==> src/rtl/gpr_sweeper.sv <==
// gpr_sweeper: bulk initiator for the GPR 2R/1W port.
// FILL writes seed+idx to r1..r(NREG-1), CLEAR writes 0 to the same range,
// DUMP reads every register pair (rs=idx, rt=NREG-1-idx) and streams the
// captured data out. All outputs are registered.
// Optional self-check of dumped data: define GPR_SWEEP_CHECK_EN.
module gpr_sweeper #(
    parameter int NREG = 32,
    parameter int AW   = 5,
    parameter int DW   = 32
) (
    input  logic          clock,
    input  logic          reset,
    input  logic          cmd_valid,
    output logic          cmd_ready,
    input  logic [1:0]    cmd_op,
    input  logic [DW-1:0] cmd_seed,
    output logic          gpr_reg_write,
    output logic [AW-1:0] gpr_num_write,
    output logic [DW-1:0] gpr_data_write,
    output logic [AW-1:0] gpr_rs,
    output logic [AW-1:0] gpr_rt,
    input  logic [DW-1:0] gpr_a,
    input  logic [DW-1:0] gpr_b,
    output logic          out_valid,
    output logic [AW-1:0] out_idx,
    output logic [DW-1:0] out_a,
    output logic [DW-1:0] out_b,
    output logic          busy,
    output logic          done,
    output logic          mismatch
);

    localparam logic [1:0]    OP_FILL  = 2'b00;
    localparam logic [1:0]    OP_DUMP  = 2'b01;
    localparam logic [1:0]    OP_CLEAR = 2'b10;
    localparam logic [AW-1:0] IDX_LAST = AW'(NREG - 1);

    typedef enum logic [2:0] {
        S_IDLE,
        S_FILL,
        S_CLEAR,
        S_DUMP,
        S_DRAIN,
        S_DONE
    } state_t;

    state_t        state;
    logic [AW-1:0] idx;
    logic [DW-1:0] seed;
    logic          cap_pend;   // a read address was presented last cycle
    logic          accept;
    logic          cap_now;

    assign accept  = (state == S_IDLE) && cmd_valid && cmd_ready;
    // gpr_a/gpr_b currently reflect the rs/rt registered on the previous edge
    assign cap_now = ((state == S_DUMP) && cap_pend) || (state == S_DRAIN);

    // Sweep sequencer: state, index counter and all registered GPR/stream outputs
    always_ff @(posedge clock or posedge reset) begin
        if (reset) begin
            state          <= S_IDLE;
            idx            <= '0;
            seed           <= '0;
            cap_pend       <= 1'b0;
            cmd_ready      <= 1'b1;
            busy           <= 1'b0;
            done           <= 1'b0;
            gpr_reg_write  <= 1'b0;
            gpr_num_write  <= '0;
            gpr_data_write <= '0;
            gpr_rs         <= '0;
            gpr_rt         <= '0;
            out_valid      <= 1'b0;
            out_idx        <= '0;
            out_a          <= '0;
            out_b          <= '0;
        end else begin
            done          <= 1'b0;
            out_valid     <= 1'b0;
            gpr_reg_write <= 1'b0;
            if (cap_now) begin
                out_valid <= 1'b1;
                out_idx   <= gpr_rs;
                out_a     <= gpr_a;
                out_b     <= gpr_b;
            end
            case (state)
                S_IDLE: begin
                    if (accept) begin
                        seed      <= cmd_seed;
                        cmd_ready <= 1'b0;
                        busy      <= 1'b1;
                        case (cmd_op)
                            OP_FILL:  begin state <= S_FILL;  idx <= AW'(1); end
                            OP_CLEAR: begin state <= S_CLEAR; idx <= AW'(1); end
                            OP_DUMP:  begin state <= S_DUMP;  idx <= '0;     end
                            default:  state <= S_DONE;
                        endcase
                    end
                end
                S_FILL, S_CLEAR: begin
                    gpr_reg_write  <= 1'b1;
                    gpr_num_write  <= idx;
                    gpr_data_write <= (state == S_FILL) ? seed + DW'(idx) : '0;
                    if (idx == IDX_LAST) state <= S_DONE;
                    else                 idx   <= idx + AW'(1);
                end
                S_DUMP: begin
                    gpr_rs   <= idx;
                    gpr_rt   <= IDX_LAST - idx;
                    cap_pend <= 1'b1;
                    if (idx == IDX_LAST) state <= S_DRAIN;
                    else                 idx   <= idx + AW'(1);
                end
                S_DRAIN: begin
                    cap_pend <= 1'b0;
                    state    <= S_DONE;
                end
                S_DONE: begin
                    done      <= 1'b1;
                    cmd_ready <= 1'b1;
                    busy      <= 1'b0;
                    state     <= S_IDLE;
                end
                default: state <= S_IDLE;
            endcase
        end
    end

`ifdef GPR_SWEEP_CHECK_EN
    logic [DW-1:0] chk_seed;
    logic          chk_armed;
    logic          chk_clr;    // last write sweep was CLEAR: every entry reads 0
    logic [DW-1:0] chk_exp;

    // Expected contents of the register currently addressed by rs
    always_comb begin
        chk_exp = '0;
        if (gpr_rs != '0 && !chk_clr)
            chk_exp = chk_seed + DW'(gpr_rs);
    end

    // Remember the last write sweep and flag any dumped value that disagrees
    always_ff @(posedge clock or posedge reset) begin
        if (reset) begin
            chk_seed  <= '0;
            chk_armed <= 1'b0;
            chk_clr   <= 1'b0;
            mismatch  <= 1'b0;
        end else if (accept && (cmd_op == OP_FILL || cmd_op == OP_CLEAR)) begin
            chk_seed  <= (cmd_op == OP_FILL) ? cmd_seed : '0;
            chk_clr   <= (cmd_op == OP_CLEAR);
            chk_armed <= 1'b1;
            mismatch  <= 1'b0;
        end else if (chk_armed && cap_now && (gpr_a != chk_exp)) begin
            mismatch <= 1'b1;
        end
    end
`else
    assign mismatch = 1'b0;
`endif

endmodule

==> config.mk <==
export PLATFORM = sky130hd
export DESIGN_NAME = gpr_sweeper
export DESIGN_NICKNAME = d
export VERILOG_FILES = /design/src/rtl/gpr_sweeper.sv
export SDC_FILE = /design/constraint.sdc
export NUM_CORES = 1
export LEC_CHECK = 0
export ABC_AREA = 0
export CAP_MARGIN = 20
export CORE_MARGIN = 2
export CORE_UTILIZATION = 47
export CTS_BUF_LIST = sky130_fd_sc_hd__clkbuf_8 sky130_fd_sc_hd__clkbuf_16
export DETAILED_ROUTE_END_ITERATION = 10
export GPL_ROUTABILITY_DRIVEN = 0
export PLACE_DENSITY = 0.9
export SKIP_CTS_REPAIR_TIMING = 1
export SYNTH_ARGS = -nofsm -noshare
export SYNTH_HDL_FRONTEND = slang
export SYNTH_SLANG_ARGS = --single-unit
export TNS_END_PERCENT = 50
==> constraint.sdc <==
create_clock -name clock -period 7.1 [get_ports clock]
set_input_delay 1.42 -clock clock [delete_from_list [all_inputs] [get_ports clock]]
set_output_delay 1.42 -clock clock [all_outputs]
set_load 0.01 [all_outputs]
==> metrics.txt, run 1 <==
leakage dissipation=4.45 nW; Min-Delay Startpoint=gpr_rt[2]; total setup violations reported at the end of the flow=0; synthesized instance count=631; first drt pass iteration count=5; share of layout cells above drive strength 1=0.131; post-synthesis cell area=7090 µm²; master cell of the clock root buffer=clkbuf_16; Tcrit/Tclk final=0.450; number of antenna violations at the first check in global routing=0; Hold Path End=gpr_rt[2]; startpoint of the worst register-to-register path=idx[0]; total wire length after detailed routing=18900 µm; net count reported at finish=961; count of synthesis-stage warnings from yosys=0; overall die width=127 µm; Vert. Die Dim=127 µm; Worst setup SP type=primary input; setup TNS=0 ns; worst reg2reg path endpoint=gpr_data_write[24]; power per cell area=199 nW/µm²; pin count of the biggest net entering global routing=114; 1st-iter DRT viols=351; Clock Skew=0.00755 ns; Crit Path Max Fanout=32; slew at the pin with the worst max-slew slack=0.875 ns; top_reg_cell synth=dfrtp_1; vias in the first global route=5494; Post-synth EDFFs=0; Max Cap Violations=0; number of placed I/O pins=223; Clock transition at path regs=0.06 ns; RSZ-0062 raised after global routing=false; Post-Syn Nets=745; top-count cell post-synth=dfrtp_1; clock tree from TritonCTS=done; Final Max Slew Viols=0; proportion of synthesized chip area in sequential cells=0.572; Layout Area Growth over Synthesis=41.8%; deepest level of the CTS H-tree=4; dominant cells by area after synthesis=dfrtp_1 (57%), mux2_2 (9.7%), nand2_1 (7.7%); first-pass GRT wire length=29400 µm; initial core utilization=0.484; Final min period=3.20 ns; combined global-route utilization of all metal layers=0.236; leading post-synthesis cells by instance count=dfrtp_1 (161), nand2_1 (146), mux2_2 (61); final worst setup slack=3.90 ns; final hold violation count=0; flop2flop setup slack=4.24 ns; later-pin clock latency in the skew report=0.43 ns; number of vias in the routed layout=5581; number of library cell types mapped by synthesis=62; largest vdd supply drop=0.171 mV; dominant cell type by area after synthesis=dfrtp_1; global route total overflow=0; area share of the largest cell type after synthesis=0.569; number of buffer cells added on primary ports=221; number of CTS-inserted buffers=17; Max Freq=0.313 GHz; max_slew headroom=0.417; utilization after layout=0.686; Die Outline Area=16100 µm²; number of flip-flops and latches in the synthesized netlist=162; depth of the worst register-to-register path=8; vias per cell=5.36; required time at the endpoint of the critical path=7.41 ns; Antenna Cells=0; DRC viols=0; routed wirelength normalized by instance count=18.2 µm; critical path endpoint category=flop; worst hold stages=2; mean area per synthesized cell=11.2 µm²; Num Clock Sinks=162; share of flip-flops with an asynchronous set or reset=1.00; outcome=finished, final reports clean; Hold Path Class=reg2reg; Worst Setup Path Type=in2reg; Final HPWL DP=13200 µm; remaining antenna violation count=0; maximum clock insertion buffer count=2; Placement Setup Slack=3.49 ns; worst endpoint data arrival time=3.51 ns; site row count=44; Core Region=14600 µm²
-- worst max-delay path, stage by stage --
cell,delay [ns]
clkdlybuf4s50_1,0.45
nor2b_1,0.23
nand3_1,0.11
buf_4,0.25
o22ai_1,0.60
o21ai_0,0.19
a22o_1,0.26
-- stage by stage --
step / hold slack, ns / instances / power [mW] / area [µm²]
4_1_cts: 0.483 / 1041 / 2.01 / 10000
5_1_grt: 0.498 / 1042 / 2.06 / 10000
6_report: 0.475 / 1042 / 2.00 / 10000
2_1_floorplan: 0.450 / 631 / 1.01 / 7090
3_3_place_gp: 0.458 / 1011 / 1.11 / 9440
3_5_place_dp: 0.469 / 1011 / 1.11 / 9440
-- cells in the final DEF, fill, tap and decap left out, types with 11 or more instances in the layout --
cell type,Yosys,routed
nand3_1,17,17
ha_1,12,12
clkbuf_16,0,17
dfrtp_1,161,161
a21oi_1,12,12
nor2_1,12,12
inv_1,15,15
o21ai_0,37,37
mux2_2,61,61
xor2_1,11,11
clkdlybuf4s50_1,0,221
nand2_1,146,146
-- flip-flops by register name, indices dropped and copies added, names as in the netlist --
name            cells
out_b              32
out_a              32
seed               32
state               3
gpr_rs              5
gpr_rt              5
cmd_ready           1
cap_pend            1
gpr_reg_write       1
gpr_num_write       5
out_valid           1
idx                 5
gpr_data_write     32
done                1
out_idx             5
busy                1
-- routing by layer --
layer  track usage  part of all wire  wire length [µm]  up-vias
met4        0.0724             0.020               384        0
met1         0.296              0.41              7750     2700
met5             0                 0                 0        -
met2         0.408              0.50              9450      248
met3        0.0590             0.071              1340       27
li1              -                 -                 -     2606
-- cells by family (layout without fill, tap and decap cells) --
logic type      Yosys count  count (layout)  synth area share
xor+xnor                 21              21            0.0260
compound gates           92              92            0.0892
simple gates            223             223             0.144
buf+inv                  47             274            0.0302
other cells               1               1          0.000529
fa+ha+maj                13              13            0.0240
flops                   162             162             0.572
mux                      72              72             0.114
-- where the power goes --
part           leakage [nW]  switching (mW)  internal, mW  total (mW)
logic                  2.08          0.0526        0.0943       0.147
registers              2.09         0.00974         0.942       0.952
clock network         0.285           0.359         0.539       0.898
-- final cells by class --
class                           instances  area [µm²]
Multi-Input combinational cell        422        2830
Fill cell                            1063        4600
Tap cell                              184         230
Sequential cell                       162        4060
Clock inverter                         10         111
Timing Repair Buffer                  228        2280
Clock buffer                           20         467
Inverter                               16        65.1
-- how the worst max path moves through the flow --
stage / from / endpoint / cells past startpoint
after detailed placement: cmd_valid / idx[2] / 7
final: cmd_valid / idx[2] / 7
after floorplan: reset / busy / 1
after CTS: cmd_valid / idx[2] / 7
after global routing: cmd_valid / idx[2] / 7
after global placement: cmd_valid / idx[2] / 7
(Power assumes the default switching activity.)
==> run 2: changes to the inputs <==
Clock period 7.1 ns to 3.19 ns, I/O delays scaled along.
==> run 2 against run 1 <==
Effect of this change: sequential cell count is the same; combinational power grew 120%; global-route usage grew 0.71 points; non-clock buffer count grew 2; critical path depth grew 1; sequential power grew 120%; via count grew 0.48%; register-to-register slack lost 3.8 ns; die area is the same; largest power group unchanged; largest cell class unchanged; worst hold slack gained 0.0042 ns; clock skew grew 0.0010 ns; first-iteration DRC count shrank 12%.
==> metrics.txt, run 2 (synthesis results as in run 1) <==
total setup violations reported at the end of the flow=0; 1st-iter DRT viols=310; power per cell area=442 nW/µm²; Final HPWL DP=13800 µm; global route total overflow=0; flop2flop setup slack=0.46 ns; Tcrit/Tclk final=0.857; utilization after layout=0.689; sw frac=0.213; required time at the endpoint of the critical path=3.49 ns; final worst setup slack=0.456 ns; Placement Setup Slack=0.511 ns; fill count=1019; remaining antenna violation count=0; leakage dissipation=4.48 nW; deepest level of the CTS H-tree=4; Clock Skew=0.00858 ns; Worst setup SP type=flop; later-pin clock latency in the skew report=0.42 ns; combined global-route utilization of all metal layers=0.244; master cell of the clock root buffer=clkbuf_16; setup TNS=0 ns; clock network fraction of total power=0.451; total internal power=3.51 mW; Die Outline Area=16100 µm²; pin count of the biggest net entering global routing=72; routed wirelength normalized by instance count=18.4 µm; number of buffer cells added on primary ports=221; most frequent standard cell in the layout excluding fill and tap cells=clkdlybuf4s50_1; DRC viols=0; critical path capture point=gpr_data_write[24]; Final min period=2.73 ns; critical path endpoint category=flop; Worst Setup Path Type=reg2reg; Clock transition at path regs=0.06 ns; net count reported at finish=963; final hold violation count=0; worst setup path startpoint=idx[0]; Num Clock Sinks=162; total wire length after detailed routing=19200 µm; depth of the worst register-to-register path=8; Hold Path Class=reg2reg; Max Freq=0.366 GHz; Switch Pwr=0.951 mW; Final Max Slew Viols=0; vias per cell=5.36; Gate power share=0.074; share of layout cells above drive strength 1=0.131; first-pass GRT wire length=30400 µm; Antenna Cells=0; Core Region=14600 µm²; Layout Area Growth over Synthesis=42.5%; site row count=44; commonest cells after routing, fill and taps aside=clkdlybuf4s50_1 (221), dfrtp_1 (161), nand2_1 (146); startpoint of the worst register-to-register path=idx[0]; outcome=finished, final reports clean; Vert. Die Dim=127 µm; number of antenna violations at the first check in global routing=0; worst endpoint data arrival time=3.03 ns; Max Cap Violations=0; max_slew headroom=0.529; Power, Total=4.46 mW; RSZ-0062 raised after global routing=false; first drt pass iteration count=5; Crit Path Max Fanout=9; slew at the pin with the worst max-slew slack=0.705 ns; vias in the first global route=5681; fraction of power consumed by sequential logic=0.475; number of CTS-inserted buffers=17; WHS=0.479 ns; maximum clock insertion buffer count=2; largest vdd supply drop=0.386 mV; initial core utilization=0.484; overall die width=127 µm; clock tree from TritonCTS=done; number of vias in the routed layout=5608; number of placed I/O pins=223; worst reg2reg path endpoint=gpr_data_write[24]
## run 2: how the worst min path moves through the flow
stage                      startpoint                end  slack, ns  cells after the start
global placement     gpr_num_write[2]   gpr_num_write[2]       0.46                      2
detailed placement  gpr_data_write[6]  gpr_data_write[6]       0.47                      2
global route                 out_b[6]           out_b[6]       0.51                      1
CTS                 gpr_data_write[1]  gpr_data_write[1]       0.48                      2
floorplan                     seed[0]            seed[0]       0.45                      2
finish              gpr_data_write[1]  gpr_data_write[1]       0.48                      2
## run 2: critical path, stage by stage (launching register included)
cell      delay, ns
dfrtp_1        0.49
ha_1           0.22
inv_1          0.05
fa_1           0.39
nor2b_1        0.21
o211ai_2       0.24
a211oi_2       0.53
a41oi_1        0.18
a221o_1        0.30
## run 2: through the flow
stage / instance area, µm² / cells
6_report: 10100 / 1046
5_1_grt: 10100 / 1046
4_1_cts: 10100 / 1046
3_5_place_dp: 9510 / 1014
3_3_place_gp: 9510 / 1014
2_1_floorplan: 7090 / 631
## run 2: routing by layer
layer  global-route usage  routed length [µm]
met5                    0                   0
met3               0.0553                1090
met4               0.0886                 451
met2                0.427                9760
met1                0.296                7930
## run 2: area by class of cell
class / count / area [µm²] / share of cell area
clock buffers: 20 / 467 / 0.0462
clock inverters: 12 / 118 / 0.0116
inverters: 16 / 63.8 / 0.00632
multi-input cells: 422 / 2830 / 0.281
flip-flops and latches: 162 / 4060 / 0.402
well taps: 184 / 230 / 0.0228
repair buffers: 230 / 2330 / 0.231
## run 2: power groups by stage
| stage | sequential (mW) | combinational, mW | clock [mW] |
|---|---|---|---|
| after floorplan | 2.17 | 0.0708 | 0 |
| after global placement | 2.15 | 0.324 | 0 |
| after detailed placement | 2.16 | 0.331 | 0 |
| after CTS | 2.12 | 0.335 | 2.03 |
| after global routing | 2.12 | 0.354 | 2.11 |
| final | 2.12 | 0.330 | 2.01 |
